[src/rtl/obi_arb_pkg.sv]
// Shared types and limits for the OBI instruction/data arbiter.
package obi_arb_pkg;

    typedef enum logic {
        SRC_INSTR = 1'b0,
        SRC_DATA  = 1'b1
    } src_e;

    localparam int MAX_OUTSTANDING_LIMIT = 8;

endpackage

[src/rtl/obi_arb_id_fifo.sv]
// Source-ID FIFO: remembers which port owns each outstanding memory transaction.
module obi_arb_id_fifo
    import obi_arb_pkg::*;
#(
    parameter int DEPTH = 2,
    parameter int PTR_W = (DEPTH > 1) ? $clog2(DEPTH) : 1,
    parameter int CNT_W = $clog2(DEPTH + 1)
) (
    input  logic             clk_i,
    input  logic             rst_ni,
    input  logic             i_push,
    input  src_e             i_push_id,
    input  logic             i_pop,
    output src_e             o_head,
    output logic             o_full,
    output logic             o_empty,
    output logic [CNT_W-1:0] o_count
);

    src_e             r_mem [DEPTH];
    logic [PTR_W-1:0] r_wptr;
    logic [PTR_W-1:0] r_rptr;
    logic [CNT_W-1:0] r_count;
    logic             w_push_ok;
    logic             w_pop_ok;

    assign o_full    = (r_count == CNT_W'(DEPTH));
    assign o_empty   = (r_count == {CNT_W{1'b0}});
    assign o_count   = r_count;
    assign o_head    = r_mem[r_rptr];
    assign w_push_ok = i_push & ~o_full;
    assign w_pop_ok  = i_pop & ~o_empty;

    // Pointers wrap explicitly so non-power-of-two depths work.
    always_ff @(posedge clk_i) begin
        if (!rst_ni) begin
            r_wptr  <= {PTR_W{1'b0}};
            r_rptr  <= {PTR_W{1'b0}};
            r_count <= {CNT_W{1'b0}};
            for (int i = 0; i < DEPTH; i++) begin
                r_mem[i] <= SRC_INSTR;
            end
        end else begin
            if (w_push_ok) begin
                r_mem[r_wptr] <= i_push_id;
                r_wptr <= (r_wptr == PTR_W'(DEPTH - 1)) ? {PTR_W{1'b0}} : r_wptr + PTR_W'(1);
            end
            if (w_pop_ok) begin
                r_rptr <= (r_rptr == PTR_W'(DEPTH - 1)) ? {PTR_W{1'b0}} : r_rptr + PTR_W'(1);
            end
            case ({w_push_ok, w_pop_ok})
                2'b10:   r_count <= r_count + CNT_W'(1);
                2'b01:   r_count <= r_count - CNT_W'(1);
                default: r_count <= r_count;
            endcase
        end
    end

endmodule

[src/rtl/obi_ifdata_arbiter.sv]
// Round-robin arbiter sharing one OBI memory between fetch and data ports.
// Optional stall/conflict counters enabled by defining OBI_ARB_PERF_CNT_EN.
module obi_ifdata_arbiter
    import obi_arb_pkg::*;
#(
    parameter int MAX_OUTSTANDING = 2,
    parameter int ADDR_WIDTH      = 32,
    parameter int DATA_WIDTH      = 32
) (
    input  logic                    clk_i,
    input  logic                    rst_ni,
    input  logic                    instr_req_i,
    output logic                    instr_gnt_o,
    input  logic [ADDR_WIDTH-1:0]   instr_addr_i,
    output logic                    instr_rvalid_o,
    output logic [DATA_WIDTH-1:0]   instr_rdata_o,
    input  logic                    data_req_i,
    output logic                    data_gnt_o,
    input  logic [ADDR_WIDTH-1:0]   data_addr_i,
    input  logic [DATA_WIDTH/8-1:0] data_be_i,
    input  logic                    data_we_i,
    input  logic [DATA_WIDTH-1:0]   data_wdata_i,
    output logic                    data_rvalid_o,
    output logic [DATA_WIDTH-1:0]   data_rdata_o,
    output logic                    mem_req_o,
    input  logic                    mem_gnt_i,
    output logic [ADDR_WIDTH-1:0]   mem_addr_o,
    output logic [DATA_WIDTH/8-1:0] mem_be_o,
    output logic                    mem_we_o,
    output logic [DATA_WIDTH-1:0]   mem_wdata_o,
    input  logic                    mem_rvalid_i,
    input  logic [DATA_WIDTH-1:0]   mem_rdata_i,
`ifdef OBI_ARB_PERF_CNT_EN
    output logic [31:0]             instr_stall_cnt_o,
    output logic [31:0]             data_stall_cnt_o,
    output logic [31:0]             conflict_cnt_o,
`endif
    output logic                    err_o
);

    localparam int DEPTH = (MAX_OUTSTANDING > MAX_OUTSTANDING_LIMIT) ? MAX_OUTSTANDING_LIMIT : MAX_OUTSTANDING;
    localparam int CNT_W = $clog2(DEPTH + 1);

    src_e             r_last_grant;
    src_e             r_lock_src;
    logic             r_lock;
    logic             r_err;
    src_e             w_winner;
    src_e             w_head;
    logic             w_full;
    logic             w_empty;
    logic [CNT_W-1:0] w_count;
    logic             w_win_req;
    logic             w_hs;
    logic             w_pop;

    // A locked winner holds until granted; otherwise the port not granted last wins ties.
    always_comb begin
        w_winner = SRC_DATA;
        if (r_lock) begin
            w_winner = r_lock_src;
        end else if (instr_req_i && data_req_i) begin
            w_winner = (r_last_grant == SRC_DATA) ? SRC_INSTR : SRC_DATA;
        end else if (instr_req_i) begin
            w_winner = SRC_INSTR;
        end else begin
            w_winner = SRC_DATA;
        end
    end

    assign w_win_req = (w_winner == SRC_INSTR) ? instr_req_i : data_req_i;
    // A pop in this cycle deliberately does not free a slot: gnt stays off the rvalid path.
    assign mem_req_o = rst_ni & w_win_req & ~w_full;
    assign w_hs      = mem_req_o & mem_gnt_i;

    assign instr_gnt_o = w_hs & (w_winner == SRC_INSTR);
    assign data_gnt_o  = w_hs & (w_winner == SRC_DATA);

    assign mem_addr_o  = (w_winner == SRC_INSTR) ? instr_addr_i : data_addr_i;
    assign mem_be_o    = (w_winner == SRC_INSTR) ? {(DATA_WIDTH/8){1'b1}} : data_be_i;
    assign mem_we_o    = (w_winner == SRC_INSTR) ? 1'b0 : data_we_i;
    assign mem_wdata_o = (w_winner == SRC_INSTR) ? {DATA_WIDTH{1'b0}} : data_wdata_i;

    assign w_pop          = rst_ni & mem_rvalid_i & ~w_empty;
    assign instr_rvalid_o = w_pop & (w_head == SRC_INSTR);
    assign data_rvalid_o  = w_pop & (w_head == SRC_DATA);
    assign instr_rdata_o  = mem_rdata_i;
    assign data_rdata_o   = mem_rdata_i;
    assign err_o          = rst_ni & r_err;

    obi_arb_id_fifo #(
        .DEPTH (DEPTH)
    ) u_id_fifo (
        .clk_i     (clk_i),
        .rst_ni    (rst_ni),
        .i_push    (w_hs),
        .i_push_id (w_winner),
        .i_pop     (w_pop),
        .o_head    (w_head),
        .o_full    (w_full),
        .o_empty   (w_empty),
        .o_count   (w_count)
    );

    // Grant history, winner lock and sticky unexpected-response flag.
    always_ff @(posedge clk_i) begin
        if (!rst_ni) begin
            r_last_grant <= SRC_DATA;
            r_lock_src   <= SRC_DATA;
            r_lock       <= 1'b0;
            r_err        <= 1'b0;
        end else begin
            if (w_hs) begin
                r_last_grant <= w_winner;
                r_lock       <= 1'b0;
            end else if (mem_req_o) begin
                r_lock     <= 1'b1;
                r_lock_src <= w_winner;
            end else begin
                r_lock <= r_lock;
            end
            if (mem_rvalid_i && (w_count == {CNT_W{1'b0}})) begin
                r_err <= 1'b1;
            end
        end
    end

`ifdef OBI_ARB_PERF_CNT_EN
    logic [31:0] r_instr_stall_cnt;
    logic [31:0] r_data_stall_cnt;
    logic [31:0] r_conflict_cnt;

    assign instr_stall_cnt_o = r_instr_stall_cnt;
    assign data_stall_cnt_o  = r_data_stall_cnt;
    assign conflict_cnt_o    = r_conflict_cnt;

    // Saturating stall and conflict counters.
    always_ff @(posedge clk_i) begin
        if (!rst_ni) begin
            r_instr_stall_cnt <= 32'd0;
            r_data_stall_cnt  <= 32'd0;
            r_conflict_cnt    <= 32'd0;
        end else begin
            if (instr_req_i && !instr_gnt_o && (r_instr_stall_cnt != 32'hFFFF_FFFF)) begin
                r_instr_stall_cnt <= r_instr_stall_cnt + 32'd1;
            end
            if (data_req_i && !data_gnt_o && (r_data_stall_cnt != 32'hFFFF_FFFF)) begin
                r_data_stall_cnt <= r_data_stall_cnt + 32'd1;
            end
            if (instr_req_i && data_req_i && !r_lock && (r_conflict_cnt != 32'hFFFF_FFFF)) begin
                r_conflict_cnt <= r_conflict_cnt + 32'd1;
            end
        end
    end
`endif

endmodule

[config.mk]
export PLATFORM = sky130hd
export DESIGN_NAME = obi_ifdata_arbiter
export DESIGN_NICKNAME = d
export VERILOG_FILES = /design/src/rtl/obi_arb_pkg.sv /design/src/rtl/obi_arb_id_fifo.sv /design/src/rtl/obi_ifdata_arbiter.sv
export SDC_FILE = /design/constraint.sdc
export NUM_CORES = 1
export LEC_CHECK = 0
export CAP_MARGIN = 20
export CORE_AREA = 2 2 108 110
export DETAILED_ROUTE_END_ITERATION = 6
export DIE_AREA = 0 0 110 112
export PLACE_DENSITY = 0.66
export RECOVER_POWER = 50
export REMOVE_ABC_BUFFERS = 1
export SYNTH_ARGS = -nofsm -noshare
export SYNTH_HDL_FRONTEND = slang
export SYNTH_SLANG_ARGS = --single-unit
[constraint.sdc]
create_clock -name clk_i -period 2.4 [get_ports clk_i]
set_clock_uncertainty 0.2 [all_clocks]
set_input_delay 0.48 -clock clk_i [delete_from_list [all_inputs] [get_ports clk_i]]
set_output_delay 0.48 -clock clk_i [all_outputs]
set_load 0.005 [all_outputs]
==> Word-level counts from Yosys, hierarchy flattened <==
Memories as Yosys holds them, arrays and structs flattened. A register that Yosys moved wholly into a read port is not among the register bits.
Cells that the tools add are included.
{ "totals": {"out_inout_bits": 139, "in_bits": 139, "register_bits": 8, "ramBits": 2, "n_memories": 1, "elab_cells": 61} }
{ "classes": {"n_bitwise": 18, "n_addsub": 4, "n_mux": 21, "eq_ne": 3, "reduce_logical": 7} }
{ "memory_table": {"columns": ["name", "depth", "width", "rd", "rd_clocked_by_memory_dff", "write_ports", "line_no", "rtl"], "rows": [
  ["u_id_fifo.r_mem", 2, 1, 1, 1, 2, "obi_arb_id_fifo.sv:20", "src_e r_mem [DEPTH];"]
]} }
{ "ops": {"columns": ["cell", "count"], "rows": [
  ["$mux W32", 2],
  ["$mux W1", 17],
  ["$and A1 B1 Y1", 12],
  ["$not A1 Y1", 6],
  ["$eq A2 B2 Y1 const B", 2],
  ["$mux W4", 1],
  ["$pmux W2 S2", 1],
  ["$add A1 B1 Y1 const B", 2],
  ["$add A2 B1 Y2 const B", 1],
  ["$eq A2 B1 Y1 const B", 1],
  ["$logic_and A1 B1 Y1", 2],
  ["$logic_not A2 Y1", 1],
  ["$reduce_and A2 Y1", 1],
  ["$reduce_bool A2 Y1", 1],
  ["$reduce_or A2 Y1", 1],
  ["$sub A2 B1 Y2 const B", 1],
  ["$reduce_or A1 Y1", 1]
]} }

==> Logic depth before layout (Yosys ltp) <==
Gate-level depths: netlist (run 1).
{ "depth": {"word_depth": 13, "ltp_mapped": 9} }

==> Cells and area by module <==
From an unflattened synthesis (run 1), not the netlist that was laid out.
{ "unflattened": {"cells_unflattened": 207, "hier_area_um2": 1735.4} }
{ "modules_own_cells": {"columns": ["module", "instances", "cells_per_inst", "area_each_um2", "seq_area_each_um2"], "rows": [
  ["obi_ifdata_arbiter", 1, 174, 1416.4, 80.1],
  ["obi_arb_id_fifo", 1, 33, 319.1, 140.1]
]} }

==> Worst setup path after synthesis (run 1) <==
OpenSTA, ideal clock, no wires.
{ "synth_path": {"path_kind": "in2reg", "from": "in rst_ni", "to": "reg u_id_fifo.r_count[1], in the netlist u_id_fifo.o_count[1]", "n_path_buf": 2, "path_slack_ps": 215, "path_stages": 7, "arrival_time_ps": 1915, "required_ps": 2130, "path_cell_list": "clkbuf_2 o2111ai_4 or2_1 buf_2 ha_1 or3_1 a21oi_1"} }
{ "synth_via": {"elab_chain_cells": 6, "elab_cells_between_ends": 11} }
{ "synth_rtl": {"columns": ["element", "line_no", "rtl"], "rows": [
  ["from (decl)", "obi_ifdata_arbiter.sv:11", "input logic rst_ni,"],
  ["$and A1 B1 Y1 (2 in series)", "obi_ifdata_arbiter.sv:73", "assign mem_req_o = rst_ni & w_win_req & ~w_full;"],
  ["$and A1 B1 Y1", "obi_ifdata_arbiter.sv:74", "assign w_hs = mem_req_o & mem_gnt_i;"],
  ["$and A1 B1 Y1", "obi_arb_id_fifo.sv:31", "assign w_push_ok = i_push & ~o_full;"],
  ["$eq A2 B1 Y1 / $eq A2 B2 Y1 (equally long branches)", "obi_arb_id_fifo.sv:51", "case ({w_push_ok, w_pop_ok})"],
  ["$pmux W2 S2 / $reduce_bool A2 Y1 (equally long branches)", null, null],
  ["to (signal assigned)", "obi_arb_id_fifo.sv:52", "2'b10: r_count <= r_count + CNT_W'(1);"],
  ["to (signal assigned)", "obi_arb_id_fifo.sv:53", "2'b01: r_count <= r_count - CNT_W'(1);"],
  ["to (signal assigned)", "obi_arb_id_fifo.sv:54", "default: r_count <= r_count;"],
  ["to (decl)", "obi_arb_id_fifo.sv:23", "logic [CNT_W-1:0] r_count;"]
]} }
Parallel ways exist; a longest one is shown, timed or not.
A chain may end at the register's enable or synchronous reset.

==> Final worst setup path (run 1) <==
{ "layout_path": {"from": "reg r_lock", "to": "out mem_addr_o[18]"} }
{ "layout_via": {"elab_chain_cells": 2} }
{ "layout_rtl": {"columns": ["element", "line_no", "rtl"], "rows": [
  ["from (decl)", "obi_ifdata_arbiter.sv:46", "logic r_lock;"],
  ["from (signal assigned)", "obi_ifdata_arbiter.sv:120", "r_lock <= r_lock;"],
  ["$mux W1", "obi_ifdata_arbiter.sv:60", "if (r_lock) begin"],
  ["$mux W32", "obi_ifdata_arbiter.sv:79", "assign mem_addr_o = (w_winner == SRC_INSTR) ? instr_addr_i : data_addr_i;"],
  ["to (decl)", "obi_ifdata_arbiter.sv:27", "output logic [ADDR_WIDTH-1:0] mem_addr_o,"]
]} }
No other way between the ends.

==> run metrics, run 1 <==
standard-cell row count=39; growth of design area from synthesis to finish=104%; number of clock sinks=11; Worst Slack Setup Final=-1.91 ps; number of setup violations in the final report=1; violated checks=negative setup slack; post-synth top area share=0.265; Std-Cell Core Area=0.0112 mm²; Worst path max stage delay=330 ps; via count of the first global-routing pass=2069; clock insertion delay at the later pin of the skew report=240 ps; largest net degree at the start of global routing=35; pre-CTS setup slack=-602 ps; layout filler cell count=1143; wire length reported by the detailed router=9.91 mm; Final period util=1.00; first-iteration detailed-routing DRC count=56; Post-Synthesis Cells=207; Overall Global Routing Usage=0.149; startpoint types=flop; first-pass GRT wire length=13.3 mm; arrival time reported for the critical path endpoint=1720 ps; highest metal layer used by the detailed router=met5; final antenna diode count=0; total via count in the routed design=2061; Die Area=0.0123 mm²; average cell area after synthesis=8.88 µm²; library cell with the largest summed area after synthesis=sky130_fd_sc_hd__buf_4; Clk pin slew, worst setup/hold paths=40 ps; Switching Fraction=0.264; Max Clk Rate=416 MHz; last weighted congestion value of the routability-driven placer=0.914; Internal Pwr Total=980 µW; fraction of power consumed by combinational cells=0.613; power per cell area=354 mW/mm²; count of pins over their slew limit=0; Netlist Area Pre-Place=0.00184 mm²; average via count per standard cell=4.15; r2r worst-path depth=8; library cell contributing the largest single delay on the critical path=sky130_fd_sc_hd__dfxtp_2; H-tree levels=1; sum of net half-perimeters after detailed placement=8.09 mm; net switching component of the power=351 µW; clock root buffer=sky130_fd_sc_hd__clkbuf_16; sum of negative setup slack=-1.91 ps; fraction of final layout cells with drive strength greater than 1=0.350; count of state elements after synthesis=11; number of enable-type register cells in the synthesized netlist=0; remaining antenna violation count after routing=0; max-capacitance violation count=0; CP top delay family=simple AND/OR/NAND/NOR gates; worst setup path class=reg2out; minimum clock period=2400 ps; number of logic stages on the critical path including buffering=7; share of synthesized area occupied by flip-flops and latches=0.120; clock network fraction of design power=0.229; outcome=complete, but fails checks; CTS Hold Bufs=0; unrepaired setup endpoints after global routing=yes; relative contribution of sequential cells to total power=0.159; cell count of the worst hold path=2; maximum fanout along the worst path=8; floorplan die height=112 µm; worst hold path type=reg2reg; quantity of I/O buffers inserted on ports=181; DRT Pass-1 Iters=4; Routed met1 length=3.85 mm; transition time of the tightest slew-check pin=358 ps; deepest clock path buffer count=2; static leakage power=0.00186 µW; Initial Util=0.164; number of unique standard cell types used by synthesis=39; final hold vios=0; overall die width=110 µm; remaining global-route overflow=0; total number of yosys warnings=0; Met2 Wirelength=4.29 mm; required time at the endpoint of the critical path=1720 ps; number of CTS-inserted buffers=3; peak supply drop=0.000230 V; most prevalent standard cell on the critical path=sky130_fd_sc_hd__buf_6; Ports=278; fin nets=495; count of unresolved DRC violations after routing=0; capturing element type of the critical path=output port; antenna violations before repair=0; ys async rst share=0; clock tree from TritonCTS=built; biggest area contributors in the synthesized netlist=sky130_fd_sc_hd__buf_4 27%, sky130_fd_sc_hd__mux2_4 21%, sky130_fd_sc_hd__dfxtp_1 12%; Met3 Routed Length=1.62 mm; Relative slew margins=0.761; list of cells traversed by the critical path=and2b_4, o21ai_4, nand2_4, buf_12, buf_6, mux2_4, buf_6; count of buffer and inverter cells on the critical path=3; primary flip-flop cell chosen by synthesis mapping=sky130_fd_sc_hd__dfxtp_1; average wire per cell in the routed design=19.9 µm
path summary, 6_finish.rpt:
check | endpoint | startpoint | slack, ps
worst max register to register | u_id_fifo.o_count[1] | r_lock | 180
worst min register to register | r_err | r_err | 260
worst min-delay path | r_err | r_err | 260
worst max-delay path | mem_addr_o[18] | r_lock | -2
layer usage:
| metal | track usage | vias to the layer above |
|---|---|---|
| met5 | 0.0798 | - |
| met2 | 0.214 | 159 |
| met4 | 0.0143 | 4 |
| met1 | 0.174 | 957 |
| met3 | 0.115 | 8 |
| li1 | - | 933 |
sequential cells by signal, summed over array words and instances, names as in the netlist, named ones only:
| signal | count |
|---|---|
| r_lock | 1 |
| r_err | 1 |
| r_lock_src | 1 |
| r_last_grant | 1 |
| u_id_fifo.r_rptr | 1 |
| u_id_fifo.r_mem | 2 |
| u_id_fifo.o_count | 2 |
| u_id_fifo.r_wptr | 1 |
layout make-up:
class                      count  area, µm²  area share
inverter                       4       15.0     0.00400
clock buffer                   4       78.8      0.0210
multi-input combinational    116       1090       0.290
tap                          143        179      0.0476
sequential                    11        221      0.0589
timing repair buffer         219       2170       0.578
stage by stage:
stage / utilization / cells / hold slack, ps / cell area (µm²) / power, µW
after floorplan: - / 131 / 229 / 1280 / 473
after global placement: 0.312 / 480 / 254 / 3490 / 972
after detailed placement: 0.312 / 480 / 252 / 3490 / 982
after CTS: 0.345 / 502 / 270 / 3850 / 1390
after global routing: 0.336 / 497 / 290 / 3760 / 1410
final: 0.336 / 497 / 262 / 3760 / 1330
cell usage in the layout (no fill, tap or decap), drive strengths merged:
master and n:
nand2 4, ha 1, xnor2 1, buf 66, inv 4, and2b 2
o211ai 1, nor3b 1, o31a 1, clkdlybuf4s50 103, nand2b 5, or2 2
nor3 2, dfxtp 11, nor2b 1, o21ai 5, clkdlybuf4s15 1, xor2 2
dlymetal6s2s 6, nor2 9, and2 2, a311o 1, or2b 1, or3 2
dlygate4sd2 37, and3 33, o211a 1, a21oi 3, clkbuf 10, mux2 32
mux2i 3, o2111ai 1
worst reg2reg max path: stages, from the launching register on:
cell and delay, ps:
sky130_fd_sc_hd__dfxtp_2 330, sky130_fd_sc_hd__and2b_4 260, sky130_fd_sc_hd__buf_4 120, sky130_fd_sc_hd__nor3_4 40, sky130_fd_sc_hd__or2_4 260, sky130_fd_sc_hd__buf_4 150
sky130_fd_sc_hd__ha_1 290, sky130_fd_sc_hd__or3_1 380, sky130_fd_sc_hd__a21oi_1 140
cells in the mapped netlist (2+ instances only):
cell type,instances
sky130_fd_sc_hd__clkbuf_1,6
sky130_fd_sc_hd__mux2_4,26
sky130_fd_sc_hd__nand2_1,3
sky130_fd_sc_hd__o21ai_0,4
sky130_fd_sc_hd__mux2_2,6
sky130_fd_sc_hd__xor2_1,2
sky130_fd_sc_hd__buf_4,65
sky130_fd_sc_hd__nor2_1,9
sky130_fd_sc_hd__and3_1,33
sky130_fd_sc_hd__inv_1,3
sky130_fd_sc_hd__mux2i_1,3
sky130_fd_sc_hd__buf_6,3
sky130_fd_sc_hd__a21oi_1,3
sky130_fd_sc_hd__dfxtp_1,11
sky130_fd_sc_hd__and2_1,2
sky130_fd_sc_hd__nand2b_1,5
timing repair:
action                     4_1_cts  5_1_grt
gates resized for setup        220       17
pin swaps                        2        1
buffers inserted                15        0
gates cloned                     4        0
setup endpoints to repair       77       38
power groups by stage:
stage | Clock, µW | Sequential [µW] | Combinational (µW)
after floorplan | 0 | 214 | 259
after global placement | 0 | 213 | 759
after detailed placement | 0 | 214 | 768
after CTS | 315 | 211 | 863
after global routing | 322 | 213 | 872
final | 304 | 211 | 815
cells by family (layout without fill, tap and decap cells):
group                    count (synthesis)  after routing  synth area share
AND/OR/NAND/NOR                         64             64             0.219
XOR/XNOR                                 3              3            0.0143
multiplexers                            35             35             0.265
adder cells (fa/ha/maj)                  1              1           0.00681
flip-flops                              11             11             0.120
AO/OA/AOI/OAI                           13             13            0.0647
buffers and inverters                   80            227             0.310
Note: power is estimated with default switching activity, not from simulation.
==> run 2, diff against run 1 <==
Settings changed: HOLD_SLACK_MARGIN set to 0.05, SKIP_CTS_REPAIR_TIMING set to 1.
==> run 2 against run 1 <==
  * The flow still finishes with violations (negative setup slack)
  * Combinational power increased by 7.2%
  * Count of clock-buffer cells in the layout unchanged
  * Clock power about the same
  * Power grew 4.4%
  * Largest cell class unchanged
  * Highest routed layer unchanged
==> run metrics, run 2 (synthesis results as in run 1) <==
outcome=complete, but fails checks; violated checks=negative setup slack; fin nets=512; H-tree levels=1; average wire per cell in the routed design=20.2 µm; Internal Pwr Total=1030 µW; arrival time reported for the critical path endpoint=1800 ps; Overall Global Routing Usage=0.139; count of buffer and inverter cells on the critical path=4; sum of negative setup slack=-438 ps; count of unresolved DRC violations after routing=0; clock network fraction of design power=0.219; remaining global-route overflow=0; number of clock sinks=11; clock insertion delay at the later pin of the skew report=240 ps; last weighted congestion value of the routability-driven placer=0.914; clock tree from TritonCTS=built; Relative slew margins=0.837; CP top delay family=buffers and inverters; number of setup violations in the final report=9; clock root buffer=sky130_fd_sc_hd__clkbuf_16; Final period util=1.03; first-pass GRT wire length=12.5 mm; fraction of power consumed by combinational cells=0.630; wire length reported by the detailed router=10.4 mm; Worst Slack Setup Final=-82.1 ps; via count of the first global-routing pass=1924; worst hold path type=reg2reg; library cell contributing the largest single delay on the critical path=sky130_fd_sc_hd__dfxtp_4; largest net degree at the start of global routing=35; capturing element type of the critical path=output port; relative contribution of sequential cells to total power=0.152; Die Area=0.0123 mm²; final hold vios=0; most common library cell in the layout ignoring fill and taps=sky130_fd_sc_hd__clkdlybuf4s50_1; power per cell area=346 mW/mm²; quantity of I/O buffers inserted on ports=181; list of cells traversed by the critical path=and2b_4, o21ai_4, nand2_4, clkbuf_16, buf_6, buf_6, mux2_4, buf_6; startpoint types=flop; Clk pin slew, worst setup/hold paths=40 ps; growth of design area from synthesis to finish=119%; post-route design area=0.00402 mm²; worst setup path class=reg2out; deepest clock path buffer count=2; overall die width=110 µm; instance area after placement=0.00349 mm²; standard-cell row count=39; antenna violations before repair=0; Worst path max stage delay=350 ps; number of CTS-inserted buffers=3; peak supply drop=0.000230 V; minimum clock period=2480 ps; static leakage power=0.00235 µW; average via count per standard cell=4.16; count of pins over their slew limit=0; transition time of the tightest slew-check pin=237 ps; max-capacitance violation count=0; most prevalent standard cell on the critical path=sky130_fd_sc_hd__buf_6; total via count in the routed design=2136; fraction of final layout cells with drive strength greater than 1=0.364; Max Clk Rate=403 MHz; Std-Cell Core Area=0.0112 mm²; Initial Util=0.164; required time at the endpoint of the critical path=1720 ps; final hold slack=261 ps; Switching Fraction=0.261; maximum fanout along the worst path=5; final antenna diode count=0; pre-CTS setup slack=-602 ps; first-iteration detailed-routing DRC count=64; Ports=278; floorplan die height=112 µm; DRT Pass-1 Iters=4; unrepaired setup endpoints after global routing=yes; net switching component of the power=363 µW; most frequent cells in the layout=103 x sky130_fd_sc_hd__clkdlybuf4s50_1, 49 x sky130_fd_sc_hd__dlymetal6s2s_1, 33 x sky130_fd_sc_hd__and3_1; reg-to-reg setup timing slack=160 ps; sum of net half-perimeters after detailed placement=8.09 mm; remaining antenna violation count after routing=0
==> run 2: cell count changes in the layout (fill, tap and decap cells not counted), sizes merged <==
cell	previous run	this run
clkbuf	10	25
dlymetal6s2s	6	49
dlygate4sd2	37	0
buf	66	62
clkdlybuf4s15	1	0
nand2	4	5
==> run 2: power groups by stage <==
stage / clock network, µW / registers (µW) / logic [µW]
2_1_floorplan: 0 / 214 / 259
3_3_place_gp: 0 / 213 / 759
3_5_place_dp: 0 / 214 / 768
4_1_cts: 315 / 211 / 773
5_1_grt: 322 / 213 / 930
6_report: 304 / 211 / 874
==> run 2: worst min-delay path, delay by kind of cell (launching register included) <==
family,cells,cell delay [ps]
flip-flops,1,310
AND/OR/NAND/NOR,1,70
AO/OA/AOI/OAI,1,40
==> run 2: routing by layer <==
| layer | GRT usage | wire length (µm) | vias to the layer above |
|---|---|---|---|
| li1 | - | - | 964 |
| met1 | 0.164 | 4050 | 991 |
| met2 | 0.193 | 4520 | 163 |
| met3 | 0.117 | 1650 | 14 |
| met4 | 0.0143 | 72 | 4 |
| met5 | 0.0798 | 100 | - |
==> run 2: layout make-up <==
type | count | area [µm²]
clock buffer | 4 | 78.8
fill | 1102 | 7160
inverter | 4 | 15.0
multi-input combinational | 117 | 1090
sequential | 11 | 224
tap | 143 | 179
timing repair buffer | 235 | 2430
==> run 2: through the flow <==
step                      total power, µW   util  instances
final                                1390  0.360        514
after global routing                 1460  0.360        514
after CTS                            1300  0.319        484
after detailed placement              982  0.312        480
after global placement                972  0.312        480
after floorplan                       473      -        131
==> run 2: final timing paths <==
kind	from	to	cells past startpoint
worst max-delay path	r_lock	mem_addr_o[26]	8
worst min-delay path	r_err	r_err	2
worst max register to register	r_lock	u_id_fifo.o_count[1]	8
worst min register to register	r_err	r_err	2
